==> src/rtl/adxl362_regs_if.sv <==
// Register-access bus between the ADXL362 SPI slave (master side) and the register bank.
// The strobes are levels that may change at any time relative to clk.
interface adxl362_regs_if;
    logic [5:0] address;
    logic [7:0] data_write;
    logic       write;
    logic       read;
    logic [7:0] data_read;

    modport master (
        output address,
        output data_write,
        output write,
        output read,
        input  data_read
    );

    modport slave (
        input  address,
        input  data_write,
        input  write,
        input  read,
        output data_read
    );
endinterface

==> src/rtl/adxl362_regs.sv <==
// ADXL362 model register bank and periodic sample engine, fed by the SPI slave's strobes.
// Writes commit 3 clk after the write strobe rises; captures are held off during a read burst.
module adxl362_regs #(
    parameter int         ODR_DIVIDE = 1000,
    parameter logic [7:0] DEVID_AD   = 8'hAD,
    parameter logic [7:0] PARTID     = 8'hF2,
    parameter logic [7:0] REVID      = 8'h01
) (
    input  logic        clk,
    input  logic        rst,
    adxl362_regs_if.slave bus,
    input  logic [11:0] x_sample,
    input  logic [11:0] y_sample,
    input  logic [11:0] z_sample,
    input  logic [11:0] temp_sample,
    output logic        data_ready,
    output logic        measure_on
);
    localparam int CNT_W = (ODR_DIVIDE > 2) ? $clog2(ODR_DIVIDE) : 1;
    localparam logic [CNT_W-1:0] CNT_LAST = CNT_W'(ODR_DIVIDE - 1);
    localparam logic [3:0] POWER_CTL_IDX  = 4'hD;
    localparam logic [3:0] FILTER_CTL_IDX = 4'hC;

    logic [2:0]       wr_sync;
    logic [2:0]       rd_sync;
    logic             wr_edge;
    logic             rd_edge;
    logic             rd_level;

    logic [7:0]       ctrl [15];
    logic [11:0]      x_shadow;
    logic [11:0]      y_shadow;
    logic [11:0]      z_shadow;
    logic [11:0]      temp_shadow;
    logic             status_dr;
    logic             pending;
    logic [CNT_W-1:0] cnt;

    logic             soft_rst;
    logic             ctrl_wr;
    logic             tc;
    logic             capture_due;
    logic             do_capture;
    logic             rd_clear;
    logic [7:0]       rd_mux;

    // Synchronisers are deliberately outside the soft-reset domain.
    always_ff @(posedge clk or posedge rst) begin
        if (rst) begin
            wr_sync <= '0;
            rd_sync <= '0;
        end else begin
            wr_sync <= {wr_sync[1:0], bus.write};
            rd_sync <= {rd_sync[1:0], bus.read};
        end
    end

    assign wr_edge  = wr_sync[1] & ~wr_sync[2];
    assign rd_edge  = rd_sync[1] & ~rd_sync[2];
    assign rd_level = rd_sync[1];

    assign soft_rst = wr_edge && (bus.address == 6'h1F) && (bus.data_write == 8'h52);
    assign ctrl_wr  = wr_edge && (bus.address[5:4] == 2'b10) && (bus.address[3:0] != 4'hF);

    assign measure_on  = (ctrl[POWER_CTL_IDX][1:0] == 2'b10);
    assign tc          = measure_on && (cnt == CNT_LAST);
    assign capture_due = tc || pending;
    assign do_capture  = capture_due && !rd_level;
    assign rd_clear    = rd_edge &&
                         (((bus.address >= 6'h08) && (bus.address <= 6'h0A)) ||
                          ((bus.address >= 6'h0E) && (bus.address <= 6'h15)));
    assign data_ready  = status_dr;

    always_ff @(posedge clk or posedge rst) begin
        if (rst) begin
            for (int i = 0; i < 15; i++) ctrl[i] <= 8'h00;
            ctrl[FILTER_CTL_IDX] <= 8'h13;
            x_shadow    <= '0;
            y_shadow    <= '0;
            z_shadow    <= '0;
            temp_shadow <= '0;
            status_dr   <= 1'b0;
            pending     <= 1'b0;
            cnt         <= '0;
        end else if (soft_rst) begin
            for (int i = 0; i < 15; i++) ctrl[i] <= 8'h00;
            ctrl[FILTER_CTL_IDX] <= 8'h13;
            x_shadow    <= '0;
            y_shadow    <= '0;
            z_shadow    <= '0;
            temp_shadow <= '0;
            status_dr   <= 1'b0;
            pending     <= 1'b0;
            cnt         <= '0;
        end else begin
            if (ctrl_wr) ctrl[bus.address[3:0]] <= bus.data_write;

            if (!measure_on || tc) cnt <= '0;
            else                   cnt <= cnt + 1'b1;

            // Terminal counts during a read burst collapse into one pending capture.
            pending <= capture_due && rd_level;

            if (do_capture) begin
                x_shadow    <= x_sample;
                y_shadow    <= y_sample;
                z_shadow    <= z_sample;
                temp_shadow <= temp_sample;
            end

            if (do_capture)    status_dr <= 1'b1;
            else if (rd_clear) status_dr <= 1'b0;
        end
    end

    always_comb begin
        rd_mux = 8'h00;
        case (bus.address)
            6'h00: rd_mux = DEVID_AD;
            6'h01: rd_mux = 8'h1D;
            6'h02: rd_mux = PARTID;
            6'h03: rd_mux = REVID;
            6'h08: rd_mux = x_shadow[11:4];
            6'h09: rd_mux = y_shadow[11:4];
            6'h0A: rd_mux = z_shadow[11:4];
            6'h0B: rd_mux = {7'b0, status_dr};
            6'h0E: rd_mux = x_shadow[7:0];
            6'h0F: rd_mux = {{4{x_shadow[11]}}, x_shadow[11:8]};
            6'h10: rd_mux = y_shadow[7:0];
            6'h11: rd_mux = {{4{y_shadow[11]}}, y_shadow[11:8]};
            6'h12: rd_mux = z_shadow[7:0];
            6'h13: rd_mux = {{4{z_shadow[11]}}, z_shadow[11:8]};
            6'h14: rd_mux = temp_shadow[7:0];
            6'h15: rd_mux = {{4{temp_shadow[11]}}, temp_shadow[11:8]};
            default: begin
                if ((bus.address[5:4] == 2'b10) && (bus.address[3:0] != 4'hF))
                    rd_mux = ctrl[bus.address[3:0]];
            end
        endcase
    end

    always_ff @(posedge clk or posedge rst) begin
        if (rst) bus.data_read <= 8'h00;
        else     bus.data_read <= rd_mux;
    end
endmodule
==> src/flat_wrapper.sv <==
// flat-port wrapper written by rule: the top's interface ports become plain ports
module adxl362_regs_flat 
#(
    parameter int         ODR_DIVIDE = 1000,
    parameter logic [7:0] DEVID_AD   = 8'hAD,
    parameter logic [7:0] PARTID     = 8'hF2,
    parameter logic [7:0] REVID      = 8'h01
)
  (clk, rst, x_sample, y_sample, z_sample, temp_sample, data_ready, measure_on, bus_address, bus_data_write, bus_write, bus_read, bus_data_read);
  adxl362_regs_if bus_i ();
  input  logic clk;
  input  logic rst;
  input  logic [11:0] x_sample;
  input  logic [11:0] y_sample;
  input  logic [11:0] z_sample;
  input  logic [11:0] temp_sample;
  output logic data_ready;
  output logic measure_on;
  input wire logic [$bits(bus_i.address)-1:0] bus_address;
  input wire logic [$bits(bus_i.data_write)-1:0] bus_data_write;
  input wire logic [$bits(bus_i.write)-1:0] bus_write;
  input wire logic [$bits(bus_i.read)-1:0] bus_read;
  output wire logic [$bits(bus_i.data_read)-1:0] bus_data_read;
  assign bus_i.address = bus_address;
  assign bus_i.data_write = bus_data_write;
  assign bus_i.write = bus_write;
  assign bus_i.read = bus_read;
  assign bus_data_read = bus_i.data_read;
  adxl362_regs #(.ODR_DIVIDE(ODR_DIVIDE), .DEVID_AD(DEVID_AD), .PARTID(PARTID), .REVID(REVID)) u_core (.clk(clk), .rst(rst), .bus(bus_i), .x_sample(x_sample), .y_sample(y_sample), .z_sample(z_sample), .temp_sample(temp_sample), .data_ready(data_ready), .measure_on(measure_on));
endmodule
==> config.mk <==
export PLATFORM = sky130hd
export DESIGN_NAME = adxl362_regs_flat
export DESIGN_NICKNAME = d
export VERILOG_FILES = /design/src/rtl/adxl362_regs_if.sv /design/src/rtl/adxl362_regs.sv /design/src/flat_wrapper.sv
export SDC_FILE = /design/constraint.sdc
export NUM_CORES = 1
export LEC_CHECK = 0
export ABC_AREA = 0
export BUFFER_PORTS_ARGS = -buffer_cell sky130_fd_sc_hd__buf_2
export CORE_MARGIN = 2
export CORE_UTILIZATION = 65
export DETAILED_ROUTE_END_ITERATION = 16
export PLACE_DENSITY = 0.86
export SKIP_LAST_GASP = 1
export SLEW_MARGIN = 40
export SYNTH_ARGS = -nofsm -noshare
export SYNTH_HDL_FRONTEND = slang
export SYNTH_SLANG_ARGS = --single-unit
==> constraint.sdc <==
create_clock -name clk -period 16.9 [get_ports clk]
set_input_delay 3.38 -clock clk [delete_from_list [all_inputs] [get_ports clk]]
set_output_delay 3.38 -clock clk [all_outputs]
set_load 0.005 [all_outputs]
==> impl_metrics.env, run 1 <==
export IMPL_status="completed"
export IMPL_grt_use_total_pct=34.2
export IMPL_vdd_drop_max_uv=75.9
export IMPL_drt_initial_drc_count=1147
export IMPL_vias=7818
export IMPL_start_util_pct=67.0
export IMPL_postCtsHoldBufs=0
export IMPL_combPwrFrac_pct=9.4
export IMPL_first_global_vias=7485
export IMPL_viasPerCell=6.85
export IMPL_reg2reg_depth=5
export IMPL_hpwl_um=15400
export IMPL_critical_path_arrival_ns=6.07
export IMPL_critPathLaunchType="input port"
export IMPL_placedCellCount=1110
export IMPL_cp_slowest_cell="buf_4"
export IMPL_path_common_cell="buf_4"
export IMPL_io_pins=76
export IMPL_port_buffer_count=75
export IMPL_finalHoldViolCount=0
export IMPL_finalSetupViolations=0
export IMPL_gp_congestion=0.921
export IMPL_power_density_nw_per_um2=101
export IMPL_ys_ff_latch=194
export IMPL_syn_to_final_growth_pct=10.0
export IMPL_htree_levels=4
export IMPL_nets=1016
export IMPL_slew_violations=0
export IMPL_clk_pin_slew_ns=0.07
export IMPL_routed_wl_um=24900
export IMPL_regToRegSetupSlack_ns=14.23
export IMPL_syn_area_per_cell_um2=9.93
export IMPL_rr_endpoint="u_core.ctrl[28]"
export IMPL_dpl_cell_area_um2=9650
export IMPL_postRouteAntennaNets=0
export IMPL_fin_crit_ns=5.75
export IMPL_fin_area_um2=10300
export IMPL_tightest_slew_ns=0.809
export IMPL_hold_end="u_core.rd_sync[1]"
export IMPL_yosys_warnings=0
export IMPL_fin_util_pct=73.7
export IMPL_wl_per_cell_um=21.8
export IMPL_ys_types=60
export IMPL_leakage_nw=4.45
export IMPL_cts_sinks=194
export IMPL_cp_cell_sequence="buf_2, buf_4, and4_1, and4_2, buf_4, nor2_4, buf_16, a22o_1"
export IMPL_cp_top_family="buffers and inverters"
export IMPL_antenna_found_initial=0
export IMPL_p_switching_w=0.000252
export IMPL_grt_pass1_wl_um=39600
export IMPL_power_frac_clock_pct=40.6
export IMPL_synth_area_um2=9340
export IMPL_worst_hold_startpoint="u_core.rd_sync[0]"
export IMPL_dr_pass1_iters=7
export IMPL_grt_max_degree=116
export IMPL_intPower_w=0.000782
export IMPL_rsz0062_at_grt="no"
export IMPL_async_reset_ff_share_pct=100
export IMPL_fin_skew_ns=0.00857
export IMPL_cts_tree="yes"
export IMPL_swShare_pct=24.4
export IMPL_slowest_delay_ns=0.58
export IMPL_cts_setup_buffers=0
export IMPL_cts_buffers=17
export IMPL_cts_resized=0
export IMPL_worstSetupEndpointType="register"
export IMPL_die_w_um=124
export IMPL_synth_cells=940
export IMPL_syn_num_nets=1007
export IMPL_critical_path_class="in2reg"
export IMPL_max_freq_mhz=174
export IMPL_min_period_over_period_pct=34.0
export IMPL_crit_required_ns=17.23
export IMPL_synth_edff_count=0
export IMPL_fin_tns_setup_ns=0
export IMPL_worstSetupStartpoint="bus_address[1]"
export IMPL_drc=0
export IMPL_worstHoldPathType="reg2reg"
export IMPL_fp_row_count=43
export IMPL_finalNonFillerCells=1142
export IMPL_die_area_um2=15300
export IMPL_power_frac_seq_pct=49.9
export IMPL_whs_path_depth=0
export IMPL_critPathBufInv=4
export IMPL_r2r_start="u_core.wr_sync[1]"
export IMPL_fp_dieH_um=124
export IMPL_critPathMaxFanout=60
export IMPL_layout_drive_gt1_share_pct=16.5
export IMPL_insertion_delay_ns=0.44
export IMPL_root_buffer="clkbuf_16"
export IMPL_synth_main_ff_cell="dfrtp_1"
export IMPL_total_power_w=0.00103
export IMPL_slew_headroom_pct=46.0
export IMPL_maxCapViolations=0
export IMPL_n_antenna_cell=0
export IMPL_cts_path_max_buffers=2
export IMPL_yosysSeqAreaShare_pct=52.0
export IMPL_core_um2=13900
export IMPL_grt_ovfl_total=0
[placed cells by master (no fill, tap or decap), types with 6 or more instances in the layout]
master,synthesis,final
a21oi_1,49,49
a22o_1,49,49
a22oi_1,11,11
and3_1,6,6
buf_2,35,75
clkbuf_16,0,17
dfrtp_1,191,191
inv_1,7,6
mux2i_1,19,19
mux4_2,23,23
nand2_1,185,185
nand3_1,23,23
nand4_1,7,7
nor2_1,50,39
nor2_2,0,10
nor2b_1,9,8
o211ai_1,6,6
o21ai_0,116,116
o22a_1,12,12
[how the worst max path moves through the flow]
| stage | endpoint | slack (ns) | cells past startpoint |
|---|---|---|---|
| 2_1_floorplan | u_core.bus.data_read[0] | 8.24 | 1 |
| 3_3_place_gp | u_core.z_shadow[3] | 10.86 | 7 |
| 3_5_place_dp | u_core.z_shadow[11] | 10.73 | 8 |
| 4_1_cts | u_core.x_shadow[7] | 11.19 | 8 |
| 5_1_grt | u_core.ctrl[20] | 11.02 | 7 |
| 6_report | u_core.x_shadow[7] | 11.15 | 8 |
[sequential cells by signal, indices dropped and copies added, names as in the netlist, 3 cells and up]
| name | cells |
|---|---|
| u_core.cnt | 10 |
| u_core.y_shadow | 12 |
| u_core.bus.data_read | 8 |
| u_core.x_shadow | 12 |
| u_core.wr_sync | 3 |
| u_core.z_shadow | 12 |
| u_core.ctrl | 120 |
| u_core.rd_sync | 3 |
| u_core.temp_shadow | 12 |
[final cells by class]
cell class | instances | area [µm²]
Multi-Input combinational cell | 647 | 4090
Clock buffer | 23 | 478
Sequential cell | 194 | 4860
Fill cell | 933 | 3660
Clock inverter | 9 | 129
Inverter | 7 | 38.8
Timing Repair Buffer | 82 | 452
Tap cell | 180 | 225
[cells by family (layout without fill, tap and decap cells)]
logic type	Yosys count	in the layout	share of synthesized area (%)
simple gates	320	320	15.4
compound gates	273	273	18.8
flops	194	194	52.0
buf+inv	99	121	4.74
mux	45	45	8.11
xor+xnor	8	8	0.750
fa+ha+maj	1	1	0.134
[per-stage QoR]
stage | worst slack [ns] | hold slack (ns)
2_1_floorplan | 8.24 | 0.331
3_3_place_gp | 10.86 | 0.336
3_5_place_dp | 10.73 | 0.336
4_1_cts | 11.19 | 0.366
5_1_grt | 11.02 | 0.384
6_report | 11.15 | 0.361
[layer usage]
layer	GRT usage, %	wire [µm]	vias up
met5	0	0	-
li1	-	-	3360
met4	16.6	1010	0
met2	53.7	11900	565
met3	7.60	2420	118
met1	45.5	9540	3775
[worst reg2reg max path: cells and delay by family, from the launching register on]
kind	cells	cell delay (ns)
flip-flops	1	0.36
AND/OR/NAND/NOR	4	2.03
AO/OA/AOI/OAI	1	0.20
[synth_stat cells (12+ instances only)]
master / n / area (µm²)
a21oi_1: 49 / 245
a22o_1: 49 / 429
buf_2: 35 / 175
clkbuf_1: 49 / 184
dfrtp_1: 191 / 4780
mux2i_1: 19 / 190
mux4_2: 23 / 518
nand2_1: 185 / 694
nand3_1: 23 / 115
nor2_1: 50 / 188
o21ai_0: 116 / 581
o22a_1: 12 / 105
[power by group through the flow]
stage | Combinational (W) | Clock [W] | Sequential (W)
global route | 0.000107 | 0.000442 | 0.000519
detailed placement | 0.0000960 | 0 | 0.000523
finish | 0.0000976 | 0.000420 | 0.000517
CTS | 0.0000970 | 0.000421 | 0.000515
global placement | 0.0000920 | 0 | 0.000522
floorplan | 0.0000691 | 0 | 0.000516
Power figures use the tool's default switching activity.
==> inputs of run 2 (changes only) <==
--- a/config.mk
+++ b/config.mk
@@ -8,9 +8,9 @@
 export ABC_AREA = 0
 export BUFFER_PORTS_ARGS = -buffer_cell sky130_fd_sc_hd__buf_2
 export CORE_MARGIN = 2
-export CORE_UTILIZATION = 65
+export CORE_UTILIZATION = 54
 export DETAILED_ROUTE_END_ITERATION = 16
-export PLACE_DENSITY = 0.86
+export PLACE_DENSITY = 0.76
 export SKIP_LAST_GASP = 1
 export SLEW_MARGIN = 40
 export SYNTH_ARGS = -nofsm -noshare
==> constraint.sdc (replaced) <==
create_clock -name clk -period 5.16 [get_ports clk]
set_input_delay 1.032 -clock clk [delete_from_list [all_inputs] [get_ports clk]]
set_output_delay 1.032 -clock clk [all_outputs]
set_load 0.005 [all_outputs]
==> run 2 against run 1 <==
Critical endpoint is now u_core.z_shadow[2]. Highest routed layer unchanged. Count of clock-buffer cells in the layout down 3. Die area up 20%. Routed wire length down 1.3%. Largest power group unchanged. Critical path depth down 2. Global-route usage down 6.3 points.
==> impl_metrics.env, run 2 (synthesis results as in run 1) <==
export IMPL_critical_path_arrival_ns=3.58
export IMPL_maxCapViolations=0
export IMPL_worstHoldPathType="reg2reg"
export IMPL_regToRegSetupSlack_ns=2.61
export IMPL_fp_dieH_um=135
export IMPL_finalSetupViolations=0
export IMPL_layout_drive_gt1_share_pct=17.2
export IMPL_syn_to_final_growth_pct=11.1
export IMPL_grt_max_degree=77
export IMPL_max_freq_mhz=307
export IMPL_gp_congestion=0.893
export IMPL_start_util_pct=54.5
export IMPL_mostFrequentLayoutCell="dfrtp_1"
export IMPL_fillers=1421
export IMPL_grt_ovfl_total=0
export IMPL_reg2reg_depth=5
export IMPL_slew_violations=0
export IMPL_fin_tns_setup_ns=0
export IMPL_largest_register="u_core.ctrl"
export IMPL_vias=7532
export IMPL_power_density_nw_per_um2=322
export IMPL_largest_register_ffs=120
export IMPL_busiest_layer="met2"
export IMPL_hpwl_um=16200
export IMPL_rsz0062_at_grt="no"
export IMPL_leakage_nw=4.46
export IMPL_drt_initial_drc_count=812
export IMPL_min_period_over_period_pct=63.1
export IMPL_clk_pin_slew_ns=0.06
export IMPL_cts_buffers=17
export IMPL_dr_pass1_iters=5
export IMPL_cts_path_max_buffers=2
export IMPL_critPathLaunchType="input port"
export IMPL_fp_row_count=48
export IMPL_cts_sinks=194
export IMPL_finalNonFillerCells=1191
export IMPL_fin_crit_ns=3.25
export IMPL_worst_hold_startpoint="u_core.wr_sync[0]"
export IMPL_die_w_um=135
export IMPL_grt_pass1_wl_um=39300
export IMPL_grt_util_met2_pct=44.1
export IMPL_crit_required_ns=5.48
export IMPL_n_antenna_cell=0
export IMPL_first_global_vias=7244
export IMPL_rr_endpoint="u_core.ctrl[110]"
export IMPL_viasPerCell=6.32
export IMPL_worstSetupEndpointType="register"
export IMPL_postCtsHoldBufs=0
export IMPL_tightest_slew_ns=0.790
export IMPL_htree_levels=4
export IMPL_grt_use_total_pct=27.9
export IMPL_cts_setup_buffers=0
export IMPL_port_buffer_count=75
export IMPL_io_pins=76
export IMPL_insertion_delay_ns=0.44
export IMPL_cts_tree="yes"
export IMPL_r2r_start="u_core.wr_sync[2]"
export IMPL_nets=1020
export IMPL_grt_util_met3_pct=5.24
export IMPL_placedCellCount=1158
export IMPL_wl_per_cell_um=20.6
export IMPL_critPathMaxFanout=34
export IMPL_worstSetupStartpoint="bus_address[3]"
export IMPL_die_area_um2=18400
export IMPL_antenna_found_initial=0
export IMPL_final_cell_mix="191 x dfrtp_1, 185 x nand2_1, 116 x o21ai_0, 75 x buf_2"
export IMPL_status="completed"
export IMPL_core_um2=17100
export IMPL_slew_headroom_pct=47.3
export IMPL_finalHoldViolCount=0
export IMPL_routed_wl_um=24600
export IMPL_met1_usage_pct=37.9
export IMPL_critical_path_class="in2reg"
export IMPL_postRouteAntennaNets=0
export IMPL_vdd_drop_max_uv=254
export IMPL_drc=0
export IMPL_fin_skew_ns=0.00556
export IMPL_root_buffer="clkbuf_16"
export IMPL_setup_worst_path_end="u_core.z_shadow[2]"
export IMPL_cts_resized=0
-- run 2: metal layers --
layer,wire length (µm),share of wire (%)
met1,10400,42
met2,11700,48
met3,1640,6.7
met4,864,3.5
met5,0,0
-- run 2: how the worst min path moves through the flow --
stage	to	slack, ns	depth (start not counted)
after global placement	u_core.rd_sync[1]	0.33	0
after floorplan	u_core.rd_sync[1]	0.33	0
final	u_core.wr_sync[1]	0.35	0
after detailed placement	u_core.wr_sync[1]	0.33	0
after global routing	u_core.rd_sync[1]	0.36	0
after CTS	u_core.wr_sync[1]	0.35	0
-- run 2: metrics by stage --
| step | area (µm²) | hold WS (ns) | util (%) | worst slack, ns | total power (W) |
|---|---|---|---|---|---|
| floorplan | 9340 | 0.331 | - | 1.63 | 0.00192 |
| CTS | 10400 | 0.349 | 60.5 | 1.94 | 0.00335 |
| detailed placement | 9770 | 0.335 | 57.1 | 1.49 | 0.00204 |
| finish | 10400 | 0.347 | 60.6 | 1.91 | 0.00334 |
| global route | 10400 | 0.358 | 60.6 | 1.65 | 0.00346 |
| global placement | 9670 | 0.334 | 56.5 | 1.46 | 0.00202 |
-- run 2: final cells by class --
type | instances | area [µm²] | share of cell area [%]
clock inverter | 12 | 130 | 1.25
clock buffer | 20 | 457 | 4.40
multi-input combinational | 647 | 4090 | 39.5
tap | 225 | 282 | 2.71
timing repair buffer | 86 | 522 | 5.03
sequential | 194 | 4860 | 46.8
inverter | 7 | 30.0 | 0.290
-- run 2: worst max-delay path: stages --
cell and delay (ns):
buf_2 0.57, and4_1 0.46, and4_2 0.74, nor2_4 0.25
buf_8 0.25, a22o_1 0.25
-- run 2: power breakdown --
part           leakage, nW  internal (W)  switching, W
logic                 1.65      0.000143      0.000183
clock network        0.275      0.000739      0.000583
registers             2.53       0.00162     0.0000643
